## config.mk

```make
export PLATFORM = sky130hd
export DESIGN_NAME = dispatch_queue
export DESIGN_NICKNAME = d
export VERILOG_FILES = /design/src/rtl/dispatch_queue_pkg.sv /design/src/rtl/dispatch_queue_fifo.sv /design/src/rtl/dispatch_queue.sv
export SDC_FILE = /design/constraint.sdc
export NUM_CORES = 1
export LEC_CHECK = 0
export CAP_MARGIN = 10
export CORE_UTILIZATION = 54
export CTS_BUF_LIST = sky130_fd_sc_hd__clkbuf_4 sky130_fd_sc_hd__clkbuf_8 sky130_fd_sc_hd__clkbuf_16
export CTS_CLUSTER_DIAMETER = 60
export DETAILED_ROUTE_END_ITERATION = 12
export PLACE_DENSITY = 0.79
export SYNTH_ARGS = -nofsm -noshare
export SYNTH_HDL_FRONTEND = slang
export SYNTH_SLANG_ARGS = --single-unit
export TNS_END_PERCENT = 20
```

## constraint.sdc

```tcl
create_clock -name clk -period 3.95 [get_ports clk]
set_input_delay 0.5925 -clock clk [delete_from_list [all_inputs] [get_ports clk]]
set_output_delay 0.5925 -clock clk [all_outputs]
set_load 0.01 [all_outputs]
```

## src/rtl/dispatch_queue_pkg.sv

```systemverilog
// rtl/dispatch_queue_pkg.sv - shared constants, target type and helpers for the dispatch queue
package dispatch_queue_pkg;

   localparam logic TRUE  = 1'b1;
   localparam logic FALSE = 1'b0;

   // default widths (word, inner instruction, ROB tag, register index)
   localparam int DEF_DEPTH  = 4;
   localparam int DEF_WORD_W = 32;
   localparam int DEF_INST_W = 6;
   localparam int DEF_TAG_W  = 4;
   localparam int DEF_REG_W  = 5;

   localparam int LSB_W   = 2;
   localparam int GOAL_W  = 3;
   localparam int STALL_W = 32;

   // dec_lsb_in bit positions
   localparam int LSB_SEL_BIT   = 1;
   localparam int LSB_STORE_BIT = 0;

   typedef enum logic {
      TGT_RS  = 1'b0,
      TGT_LSB = 1'b1
   } target_e;

   function automatic logic [STALL_W-1:0] sat_inc(input logic [STALL_W-1:0] v);
      return (&v) ? v : v + STALL_W'(1);
   endfunction

endpackage

```

## src/rtl/dispatch_queue_fifo.sv

```systemverilog
// rtl/dispatch_queue_fifo.sv - in-order storage array with wrapping pointers, count and flush
module dq_fifo
   import dispatch_queue_pkg::*;
#(
   parameter int DEPTH   = DEF_DEPTH,
   parameter int ENTRY_W = 8
) (
   input  logic               clk,
   input  logic               rst_n,
   input  logic               i_enq,
   input  logic               i_deq,
   input  logic               i_flush,
   input  logic [ENTRY_W-1:0] i_wdata,
   output logic [ENTRY_W-1:0] o_rdata,
   output logic               o_full,
   output logic               o_empty
);

   localparam int PTR_W = $clog2(DEPTH);
   localparam int CNT_W = PTR_W + 1;

   logic [ENTRY_W-1:0] r_mem [DEPTH];
   logic [PTR_W-1:0]   r_head;
   logic [PTR_W-1:0]   r_tail;
   logic [CNT_W-1:0]   r_count;

   // payload storage; no reset needed because reads are gated by count
   always_ff @(posedge clk) begin
      if (i_enq) r_mem[r_tail] <= i_wdata;
   end

   // pointers wrap naturally at DEPTH (power of two); flush empties the queue
   always_ff @(posedge clk or negedge rst_n) begin
      if (!rst_n) begin
         r_head  <= '0;
         r_tail  <= '0;
         r_count <= '0;
      end else if (i_flush) begin
         r_head  <= '0;
         r_tail  <= '0;
         r_count <= '0;
      end else begin
         if (i_enq) r_tail <= r_tail + PTR_W'(1);
         if (i_deq) r_head <= r_head + PTR_W'(1);
         r_count <= r_count + CNT_W'(i_enq) - CNT_W'(i_deq);
      end
   end

   assign o_rdata = r_mem[r_head];
   assign o_full  = (r_count == CNT_W'(DEPTH));
   assign o_empty = (r_count == '0);

endmodule

```

## src/rtl/dispatch_queue.sv

```systemverilog
// rtl/dispatch_queue.sv - decoder-to-RS/LSB dispatch FIFO with ROB tag handshake and stall counter
module dispatch_queue
   import dispatch_queue_pkg::*;
#(
   parameter int DEPTH  = DEF_DEPTH,
   parameter int WORD_W = DEF_WORD_W,
   parameter int INST_W = DEF_INST_W,
   parameter int TAG_W  = DEF_TAG_W,
   parameter int REG_W  = DEF_REG_W
) (
   input  logic               clk,
   input  logic               rst_n,
   input  logic               flush_in,
   input  logic               dec_valid_in,
   output logic               dec_ready_out,
   input  logic [INST_W-1:0]  dec_inst_in,
   input  logic [WORD_W-1:0]  dec_imm_in,
   input  logic [WORD_W-1:0]  dec_pc_in,
   input  logic [REG_W-1:0]   dec_rs1_in,
   input  logic [REG_W-1:0]   dec_rs2_in,
   input  logic [REG_W-1:0]   dec_rd_in,
   input  logic [LSB_W-1:0]   dec_lsb_in,
   input  logic [GOAL_W-1:0]  dec_goal_in,
   input  logic               rob_ready_in,
   input  logic [TAG_W-1:0]   rob_tag_in,
   output logic               rob_alloc_out,
   output logic [INST_W-1:0]  inst_out,
   output logic [WORD_W-1:0]  imm_out,
   output logic [WORD_W-1:0]  pc_out,
   output logic [REG_W-1:0]   rs1_out,
   output logic [REG_W-1:0]   rs2_out,
   output logic [REG_W-1:0]   rd_out,
   output logic [TAG_W-1:0]   dest_out,
   input  logic               rs_ready_in,
   output logic               rs_valid_out,
   input  logic               lsb_ready_in,
   output logic               lsb_valid_out,
   output logic               lsb_store_out,
   output logic [GOAL_W-1:0]  lsb_goal_out,
   output logic [STALL_W-1:0] stall_cnt_out
);

   localparam int ENTRY_W = INST_W + 2 * WORD_W + 3 * REG_W + LSB_W + GOAL_W;

   logic [ENTRY_W-1:0] w_wdata;
   logic [ENTRY_W-1:0] w_rdata;
   logic [ENTRY_W-1:0] w_head;
   logic               w_full;
   logic               w_empty;
   logic               w_enq;
   logic               w_fire;
   logic               w_tgt_ready;
   target_e            w_tgt;
   logic [LSB_W-1:0]   w_h_lsb;
   logic [STALL_W-1:0] r_stall;

   assign w_wdata = {dec_inst_in, dec_imm_in, dec_pc_in, dec_rs1_in, dec_rs2_in,
                     dec_rd_in, dec_lsb_in, dec_goal_in};

   dq_fifo #(
      .DEPTH   (DEPTH),
      .ENTRY_W (ENTRY_W)
   ) u_fifo (
      .clk     (clk),
      .rst_n   (rst_n),
      .i_enq   (w_enq),
      .i_deq   (w_fire),
      .i_flush (flush_in),
      .i_wdata (w_wdata),
      .o_rdata (w_rdata),
      .o_full  (w_full),
      .o_empty (w_empty)
   );

   // head fields read as zero when empty so outputs are clean out of reset
   assign w_head = w_empty ? '0 : w_rdata;
   assign {inst_out, imm_out, pc_out, rs1_out, rs2_out, rd_out, w_h_lsb, lsb_goal_out} = w_head;

   // no full bypass: a full queue refuses even if the head leaves this cycle
   assign dec_ready_out = ~w_full;
   assign w_enq         = dec_valid_in & ~w_full & ~flush_in;

   assign w_tgt       = target_e'(w_h_lsb[LSB_SEL_BIT]);
   assign w_tgt_ready = (w_tgt == TGT_LSB) ? lsb_ready_in : rs_ready_in;
   assign w_fire      = ~w_empty & rob_ready_in & w_tgt_ready & ~flush_in;

   assign rob_alloc_out = w_fire;
   assign rs_valid_out  = w_fire & (w_tgt == TGT_RS);
   assign lsb_valid_out = w_fire & (w_tgt == TGT_LSB);
   assign lsb_store_out = w_h_lsb[LSB_STORE_BIT];
   assign dest_out      = w_fire ? rob_tag_in : '0;

   // count cycles where an instruction waits at the head; flush cycles are not stalls
   always_ff @(posedge clk or negedge rst_n) begin
      if (!rst_n) begin
         r_stall <= '0;
      end else if (~w_empty & ~w_fire & ~flush_in) begin
         r_stall <= sat_inc(r_stall);
      end
   end

   assign stall_cnt_out = r_stall;

endmodule

```

==> flow_summary_export.csv, run 1 <==
group,metric,value,unit
outcome,status,"complete, no violations",
detailed_routing,vias,7983,
sta,tns,0,ns
logic_synthesis,syn_area,15700,µm²
power_and_ir_drop,power_density,575,nW/µm²
logic_synthesis,yosysTopAreaCellShare,0.689,
power_and_ir_drop,leakage,0.00651,µW
logic_synthesis,synth-edff-count,360,
setup_path,start_kind,"flip-flop",
power_and_ir_drop,p_clk_frac,0.313,
global_routing,grt_pass1_vias,8062,
sta,slew_headroom,0.421,
sta,finalSetupViolations,0,
logic_synthesis,ys_types,40,
placement,hpwlAfterDp,17700,µm
finish,drive_above_1_share,0.173,
power_and_ir_drop,seqPwrFrac,0.444,
clock_tree,numCtsBuffers,39,
clock_tree,cts_sinks,399,
sta,finalCritPeriodShare,0.938,
worst_hold_path,hp-class,"input port to async pin",
logic_synthesis,ys_ff_latch,399,
clock_tree,cts_tree,"done",
placement,dpl-instance-area,18500,µm²
sta,drv_slew,0,
logic_synthesis,yosysSeqAreaShare,0.751,
power_and_ir_drop,peakVddDrop,0.450,mV
global_routing,grt_max_degree,91,
logic_synthesis,synthFlopType,"edfxtp_1",
setup_path,slowest_delay,0.60,ns
floorplanning,core,28600,µm²
finish,multi_input_area,3730,µm²
clock_tree,cts_setup_buffers,0,
setup_path,worstSetupPathType,"flip-flop to output port",
logic_synthesis,postSynthCellCount,781,
clock_tree,cts.path.max_buffers,3,
floorplanning,rows,62,
setup_path,crit_path_end_kind,"output port",
clock_tree,insertion_delay,0.51,ns
power_and_ir_drop,comb_power_share,0.243,
placement,numPortBuffers,229,
placement,dp_cells,1375,
detailed_routing,first_pass_iters,5,
detailed_routing,viasPerCell,5.52,
logic_synthesis,yosys-top-cells-area,"edfxtp_1 69%, mux4_2 13%, dfrtp_1 6.2%, and2_1 3.9%, xor2_1 1.6%",
detailed_routing,drtIter0Drc,582,
floorplanning,dieArea,29700,µm²
power_and_ir_drop,intPower,8480,µW
sta,rsz0062_at_grt,"false",
job,cap_violations,0,
power_and_ir_drop,switching_share,0.253,
finish,fin_nets,1141,
setup_path,cp.arrival,3.11,ns
clock_tree,h-tree-depth,2,
setup_path,crit_chain,"mux4_2 > mux2i_4 > nor4_1 > buf_4 > a21boi_0 > clkdlybuf4s50_1",
detailed_routing,routed_wl,29600,µm
power_and_ir_drop,p_sw,2880,µW
logic_synthesis,synth_top_area_cell,"edfxtp_1",
logic_synthesis,syn_nets,890,
sta,fmax,270,MHz
global_routing,antenna_found_initial,1,
clock_tree,clk_transition_reported_paths,0.06,ns
finish,fillers,1804,
global_routing,grt_pass1_wl,44200,µm
logic_synthesis,avgSynthCellArea,20.1,µm²
finish,area_growth,26.0,%
finish,final_cells,1446,
detailed_routing,routedWlPerCell,20.5,µm
clock_tree,cts_resized,0,
finish,seq_area,11800,µm²
floorplanning,fp.dieW,172,µm
detailed_routing,antenna_left,0,
setup_path,cpLargestDelayFamily,"multiplexers",
sta,finClkSkew,0.00816,ns
floorplanning,io_pins,230,
placement,gp_congestion,0.852,
floorplanning,fp.dieH,172,µm
logic_synthesis,yosys_warnings,0,
sta,finalCriticalPeriod,3.70,ns
floorplanning,initial_core_util,0.548,
clock_tree,cts.hold.buffers_added,0,
global_routing,grt_usage,0.202,
setup_path,crit_slowest_cell,"dfrtp_4",
finish,design_area,19800,µm²
setup_path,cp_max_fo,14,
clock_tree,cts_root_buf,"clkbuf_16",
logic_synthesis,ys_async_sr_fraction,0.0977,
detailed_routing,drc,0,
setup_path,cp.required,3.36,ns
setup_path,path_buf_inv,2,
sta,tightest_slew,0.861,ns
sta,hold_violations,0,
global_routing,gr-total-overflow,0,
## final timing paths
kind,startpoint,endpoint,slack (ns),cells past startpoint
max,u_fifo.r_head[0],rs_valid_out,0.25,6
min,rst_n,u_fifo.r_count[1],0.45,1
max reg2reg,u_fifo.r_head[0],u_fifo.r_count[2],0.76,12
min reg2reg,stall_cnt_out[27],stall_cnt_out[27],0.50,1
max in group asynchronous,rst_n,stall_cnt_out[28],2.73,2
min in group clk,stall_cnt_out[27],stall_cnt_out[27],0.50,1
## area by class of cell
class,instances,area share
clock buffers,47,0.0524
clock inverters,23,0.00994
repair buffers,245,0.126
multi-input cells,339,0.189
well taps,384,0.0243
diodes,1,0.000127
inverters,8,0.00152
flip-flops and latches,399,0.597
## cell families (layout without fill, tap and decap cells)
family,Yosys count,after routing,synth area share
simple gates,195,195,0.0747
fa+ha+maj,8,8,0.00686
other cells,0,1,0
xor+xnor,35,35,0.0195
mux,93,93,0.132
flops,399,399,0.751
buf+inv,43,323,0.0118
compound gates,8,8,0.00383
## cell usage after synthesis, types with 2 or more instances
| master | n |
|---|---|
| and2_1 | 97 |
| or2_2 | 2 |
| dfrtp_1 | 39 |
| edfxtp_1 | 360 |
| or3_1 | 2 |
| ha_1 | 7 |
| a21oi_1 | 2 |
| nor3_1 | 19 |
| xor2_1 | 28 |
| nor2_1 | 15 |
| nand4_1 | 9 |
| mux2_2 | 2 |
| inv_1 | 8 |
| nor3b_2 | 2 |
| nand3b_1 | 3 |
| buf_2 | 13 |
| xnor2_1 | 7 |
| nand2_1 | 12 |
| nand3_1 | 13 |
| and4_1 | 4 |
| mux4_2 | 90 |
| and3_1 | 6 |
| clkbuf_1 | 20 |
| nor4_1 | 5 |
## sequential cells by signal, indices dropped and copies added (netlist names)
| register | flops |
|---|---|
| u_fifo.r_mem | 360 |
| stall_cnt_out | 32 |
| u_fifo.r_count | 3 |
| u_fifo.r_head | 2 |
| u_fifo.r_tail | 2 |
## power by group through the flow
stage | combinational, µW | sequential, µW | clock, µW
4_1_cts | 2820 | 5050 | 3620
3_3_place_gp | 2760 | 5120 | 0
6_report | 2760 | 5050 | 3560
2_1_floorplan | 1370 | 5130 | 0
3_5_place_dp | 2800 | 5140 | 0
5_1_grt | 2990 | 5070 | 3780
## metrics by stage
stage / total power [µW] / worst slack, ns / util / hold slack (ns)
4_1_cts: 11500 / 0.208 / 0.691 / 0.442
5_1_grt: 11800 / 0.0576 / 0.691 / 0.481
6_report: 11400 / 0.245 / 0.691 / 0.448
2_1_floorplan: 6500 / 0.389 / - / 0.297
3_3_place_gp: 7880 / 0.789 / 0.647 / 0.481
3_5_place_dp: 7930 / 0.739 / 0.647 / 0.487
## layout by cell type (no fill, tap or decap), types with 3 or more instances in the layout
cell type and n:
nand3_1 13, and2_1 93, nor4_1 5, nor2_1 15, bufinv_16 3, edfxtp_1 360, clkbuf_16 39, ha_1 7
clkbuf_4 8, xnor2_1 7, clkinv_1 11, and4_1 4, clkdlybuf4s50_1 229, clkinv_2 3, mux4_2 90, buf_4 9
nand2_1 12, and2_4 4, inv_6 3, buf_12 7, nand4_1 9, nor3_1 19, and3_1 6, nand3b_1 3
xor2_1 28, inv_1 8, dfrtp_1 37
## layer usage
metal | vias up | track usage | wire length, µm | part of all wire
li1 | 3626 | - | - | -
met1 | 4029 | 0.273 | 12600 | 0.42
met2 | 286 | 0.336 | 14600 | 0.49
met3 | 42 | 0.0371 | 1850 | 0.062
met4 | 0 | 0.0600 | 558 | 0.019
met5 | - | 0 | 0 | 0
No activity file was read; power rests on OpenSTA's default activity.
==> run 2: changes to the inputs <==
--- a/config.mk
+++ b/config.mk
@@ -10,6 +10,7 @@
 export CTS_BUF_LIST = sky130_fd_sc_hd__clkbuf_4 sky130_fd_sc_hd__clkbuf_8 sky130_fd_sc_hd__clkbuf_16
 export CTS_CLUSTER_DIAMETER = 60
 export DETAILED_ROUTE_END_ITERATION = 12
+export HOLD_SLACK_MARGIN = 0.15
 export PLACE_DENSITY = 0.79
 export SYNTH_ARGS = -nofsm -noshare
 export SYNTH_HDL_FRONTEND = slang
==> results of run 2 <==
Same layout as run 1: the final DEF is identical, and so are final timing and power.
==> run 3: changes to the inputs <==
--- a/config.mk
+++ b/config.mk
@@ -6,6 +6,7 @@
 export NUM_CORES = 1
 export LEC_CHECK = 0
 export CAP_MARGIN = 10
+export CORE_ASPECT_RATIO = 1.2
 export CORE_UTILIZATION = 54
 export CTS_BUF_LIST = sky130_fd_sc_hd__clkbuf_4 sky130_fd_sc_hd__clkbuf_8 sky130_fd_sc_hd__clkbuf_16
 export CTS_CLUSTER_DIAMETER = 60
==> run 3 against run 2 <==
  * Total power up 3.5%
  * Core utilization increased by 0.43 points
  * Maximum frequency grew 4.7%
  * Non-clock buffer count down 2
  * Critical path type unchanged
  * Cell area grew 0.78%
  * Sequential share of layout area down 0.46 points
  * Clock-buffer cell count is 1 higher
  * Combinational power is 3% higher
  * Sequential cell count did not move
==> flow_summary_export.csv, run 3 (same netlist as run 1, synthesis figures left out) <==
group,metric,value,unit
finish,drive_above_1_share,0.176,
global_routing,grt_pass1_wl,47600,µm
power_and_ir_drop,power_density,590,nW/µm²
setup_path,reg2reg_depth,12,
setup_path,cp.required,3.36,ns
clock_tree,cts.path.max_buffers,3,
floorplanning,dieArea,29700,µm²
job,cap_violations,0,
worst_hold_path,hp-class,"input port to async pin",
power_and_ir_drop,leakage,0.00658,µW
sta,finalSetupViolations,0,
finish,fin_nets,1140,
setup_path,crit_path_end_kind,"output port",
setup_path,reg2reg_to,"u_fifo.r_count[2]",
clock_tree,clk_transition_reported_paths,0.06,ns
finish,largest_reg_flops,360,
sta,finalCriticalPeriod,3.54,ns
finish,fillers,1835,
setup_path,worstSetupPathType,"flip-flop to output port",
clock_tree,cts_root_buf,"clkbuf_16",
clock_tree,cts_resized,0,
global_routing,grt_usage,0.216,
sta,tns,0,ns
sta,rsz0062_at_grt,"false",
power_and_ir_drop,peakVddDrop,0.481,mV
sta,fmax,283,MHz
floorplanning,io_pins,230,
clock_tree,cts_sinks,399,
clock_tree,numCtsBuffers,40,
sta,hold_violations,0,
sta,slew_headroom,0.202,
setup_path,cp.arrival,2.95,ns
floorplanning,core,28700,µm²
clock_tree,cts_setup_buffers,0,
setup_path,r2r_start,"u_fifo.r_head[0]",
outcome,status,"complete, no violations",
detailed_routing,drc,0,
global_routing,grt_max_degree,92,
finish,multi_input_area,3730,µm²
detailed_routing,viasPerCell,5.58,
floorplanning,initial_core_util,0.547,
setup_path,start_kind,"flip-flop",
clock_tree,h-tree-depth,2,
finish,layout.cells.most_common,"edfxtp_1",
finish,area_growth,27.0,%
finish,most-common-layout-cells,"360 x edfxtp_1, 229 x clkdlybuf4s50_1, 93 x and2_1",
clock_tree,cts.hold.buffers_added,0,
setup_path,cp_max_fo,8,
placement,numPortBuffers,229,
global_routing,gr-total-overflow,0,
finish,max_flop_register,"u_fifo.r_mem",
floorplanning,rows,68,
detailed_routing,routedWlPerCell,21.2,µm
sta,drv_slew,0,
sta,finalCritPeriodShare,0.896,
finish,seq_area,11800,µm²
global_routing,antenna_found_initial,2,
setup_path,startpoint,"u_fifo.r_head[0]",
sta,finClkSkew,0.0175,ns
clock_tree,cts_tree,"done",
global_routing,grt_pass1_vias,8611,
sta,setup_slack,0.411,ns
clock_tree,insertion_delay,0.53,ns
finish,n_antenna_cell,0,
floorplanning,fp.dieW,158,µm
detailed_routing,drtIter0Drc,474,
placement,gp_congestion,0.893,
detailed_routing,routed_wl,30700,µm
detailed_routing,vias,8078,
placement,place_ws,0.898,ns
floorplanning,fp.dieH,189,µm
placement,hpwlAfterDp,18700,µm
detailed_routing,antenna_left,0,
sta,tightest_slew,1.20,ns
setup_path,reg2reg_setup_slack,0.95,ns
detailed_routing,first_pass_iters,4,
[run 3: cell count changes in the layout (fill, tap and decap cells not counted), sizes merged]
cell      before  now
bufinv         3    6
clkbuf        47   48
inv           11   12
diode          1    0
clkinvlp       2    0
buf           16   14
[run 3: layout make-up]
| class | count | share of cell area |
|---|---|---|
| multi-input cells | 339 | 0.187 |
| clock inverters | 25 | 0.0144 |
| well taps | 385 | 0.0242 |
| flip-flops and latches | 399 | 0.592 |
| clock buffers | 48 | 0.0541 |
| repair buffers | 243 | 0.127 |
| inverters | 8 | 0.00151 |
[run 3: worst max-delay path: stages (launching register included)]
cell             delay, ns
dfrtp_4               0.43
mux4_2                0.58
mux2i_4               0.24
nor4_1                0.24
buf_4                 0.19
a21boi_0              0.17
clkdlybuf4s50_1       0.56
[run 3: power by group]
group          internal, µW  total [µW]  switching (µW)
Sequential             4920        5030             116
Combinational          1500        2840            1330
Clock                  2350        3880            1530
[run 3: worst max-delay path by stage]
stage                              end  slack [ns]  cells after the start
finish                    rs_valid_out        0.41                      6
global route                imm_out[7]        0.26                      4
CTS                        imm_out[28]        0.36                      4
detailed placement   u_fifo.r_count[2]        0.90                     11
global placement          rs_valid_out        0.92                      5
floorplan           u_fifo.r_mem[0][0]        0.39                      3
[run 3: per-layer routing]
metal  track usage  part of all wire  vias to the layer above
met5             0           0.00091                        -
met4        0.0717             0.027                        4
met3        0.0497             0.065                       65
met2         0.378              0.52                      248
met1         0.265              0.39                     4142
li1              -                 -                     3619
[run 3: metrics by stage]
stage	utilization	hold WS [ns]	power, µW	area [µm²]	instances
floorplan	-	0.297	6500	15700	781
global placement	0.647	0.471	7950	18600	1374
detailed placement	0.647	0.479	8000	18600	1374
CTS	0.695	0.492	11900	19900	1447
global route	0.695	0.509	12200	19900	1447
finish	0.695	0.488	11800	19900	1447
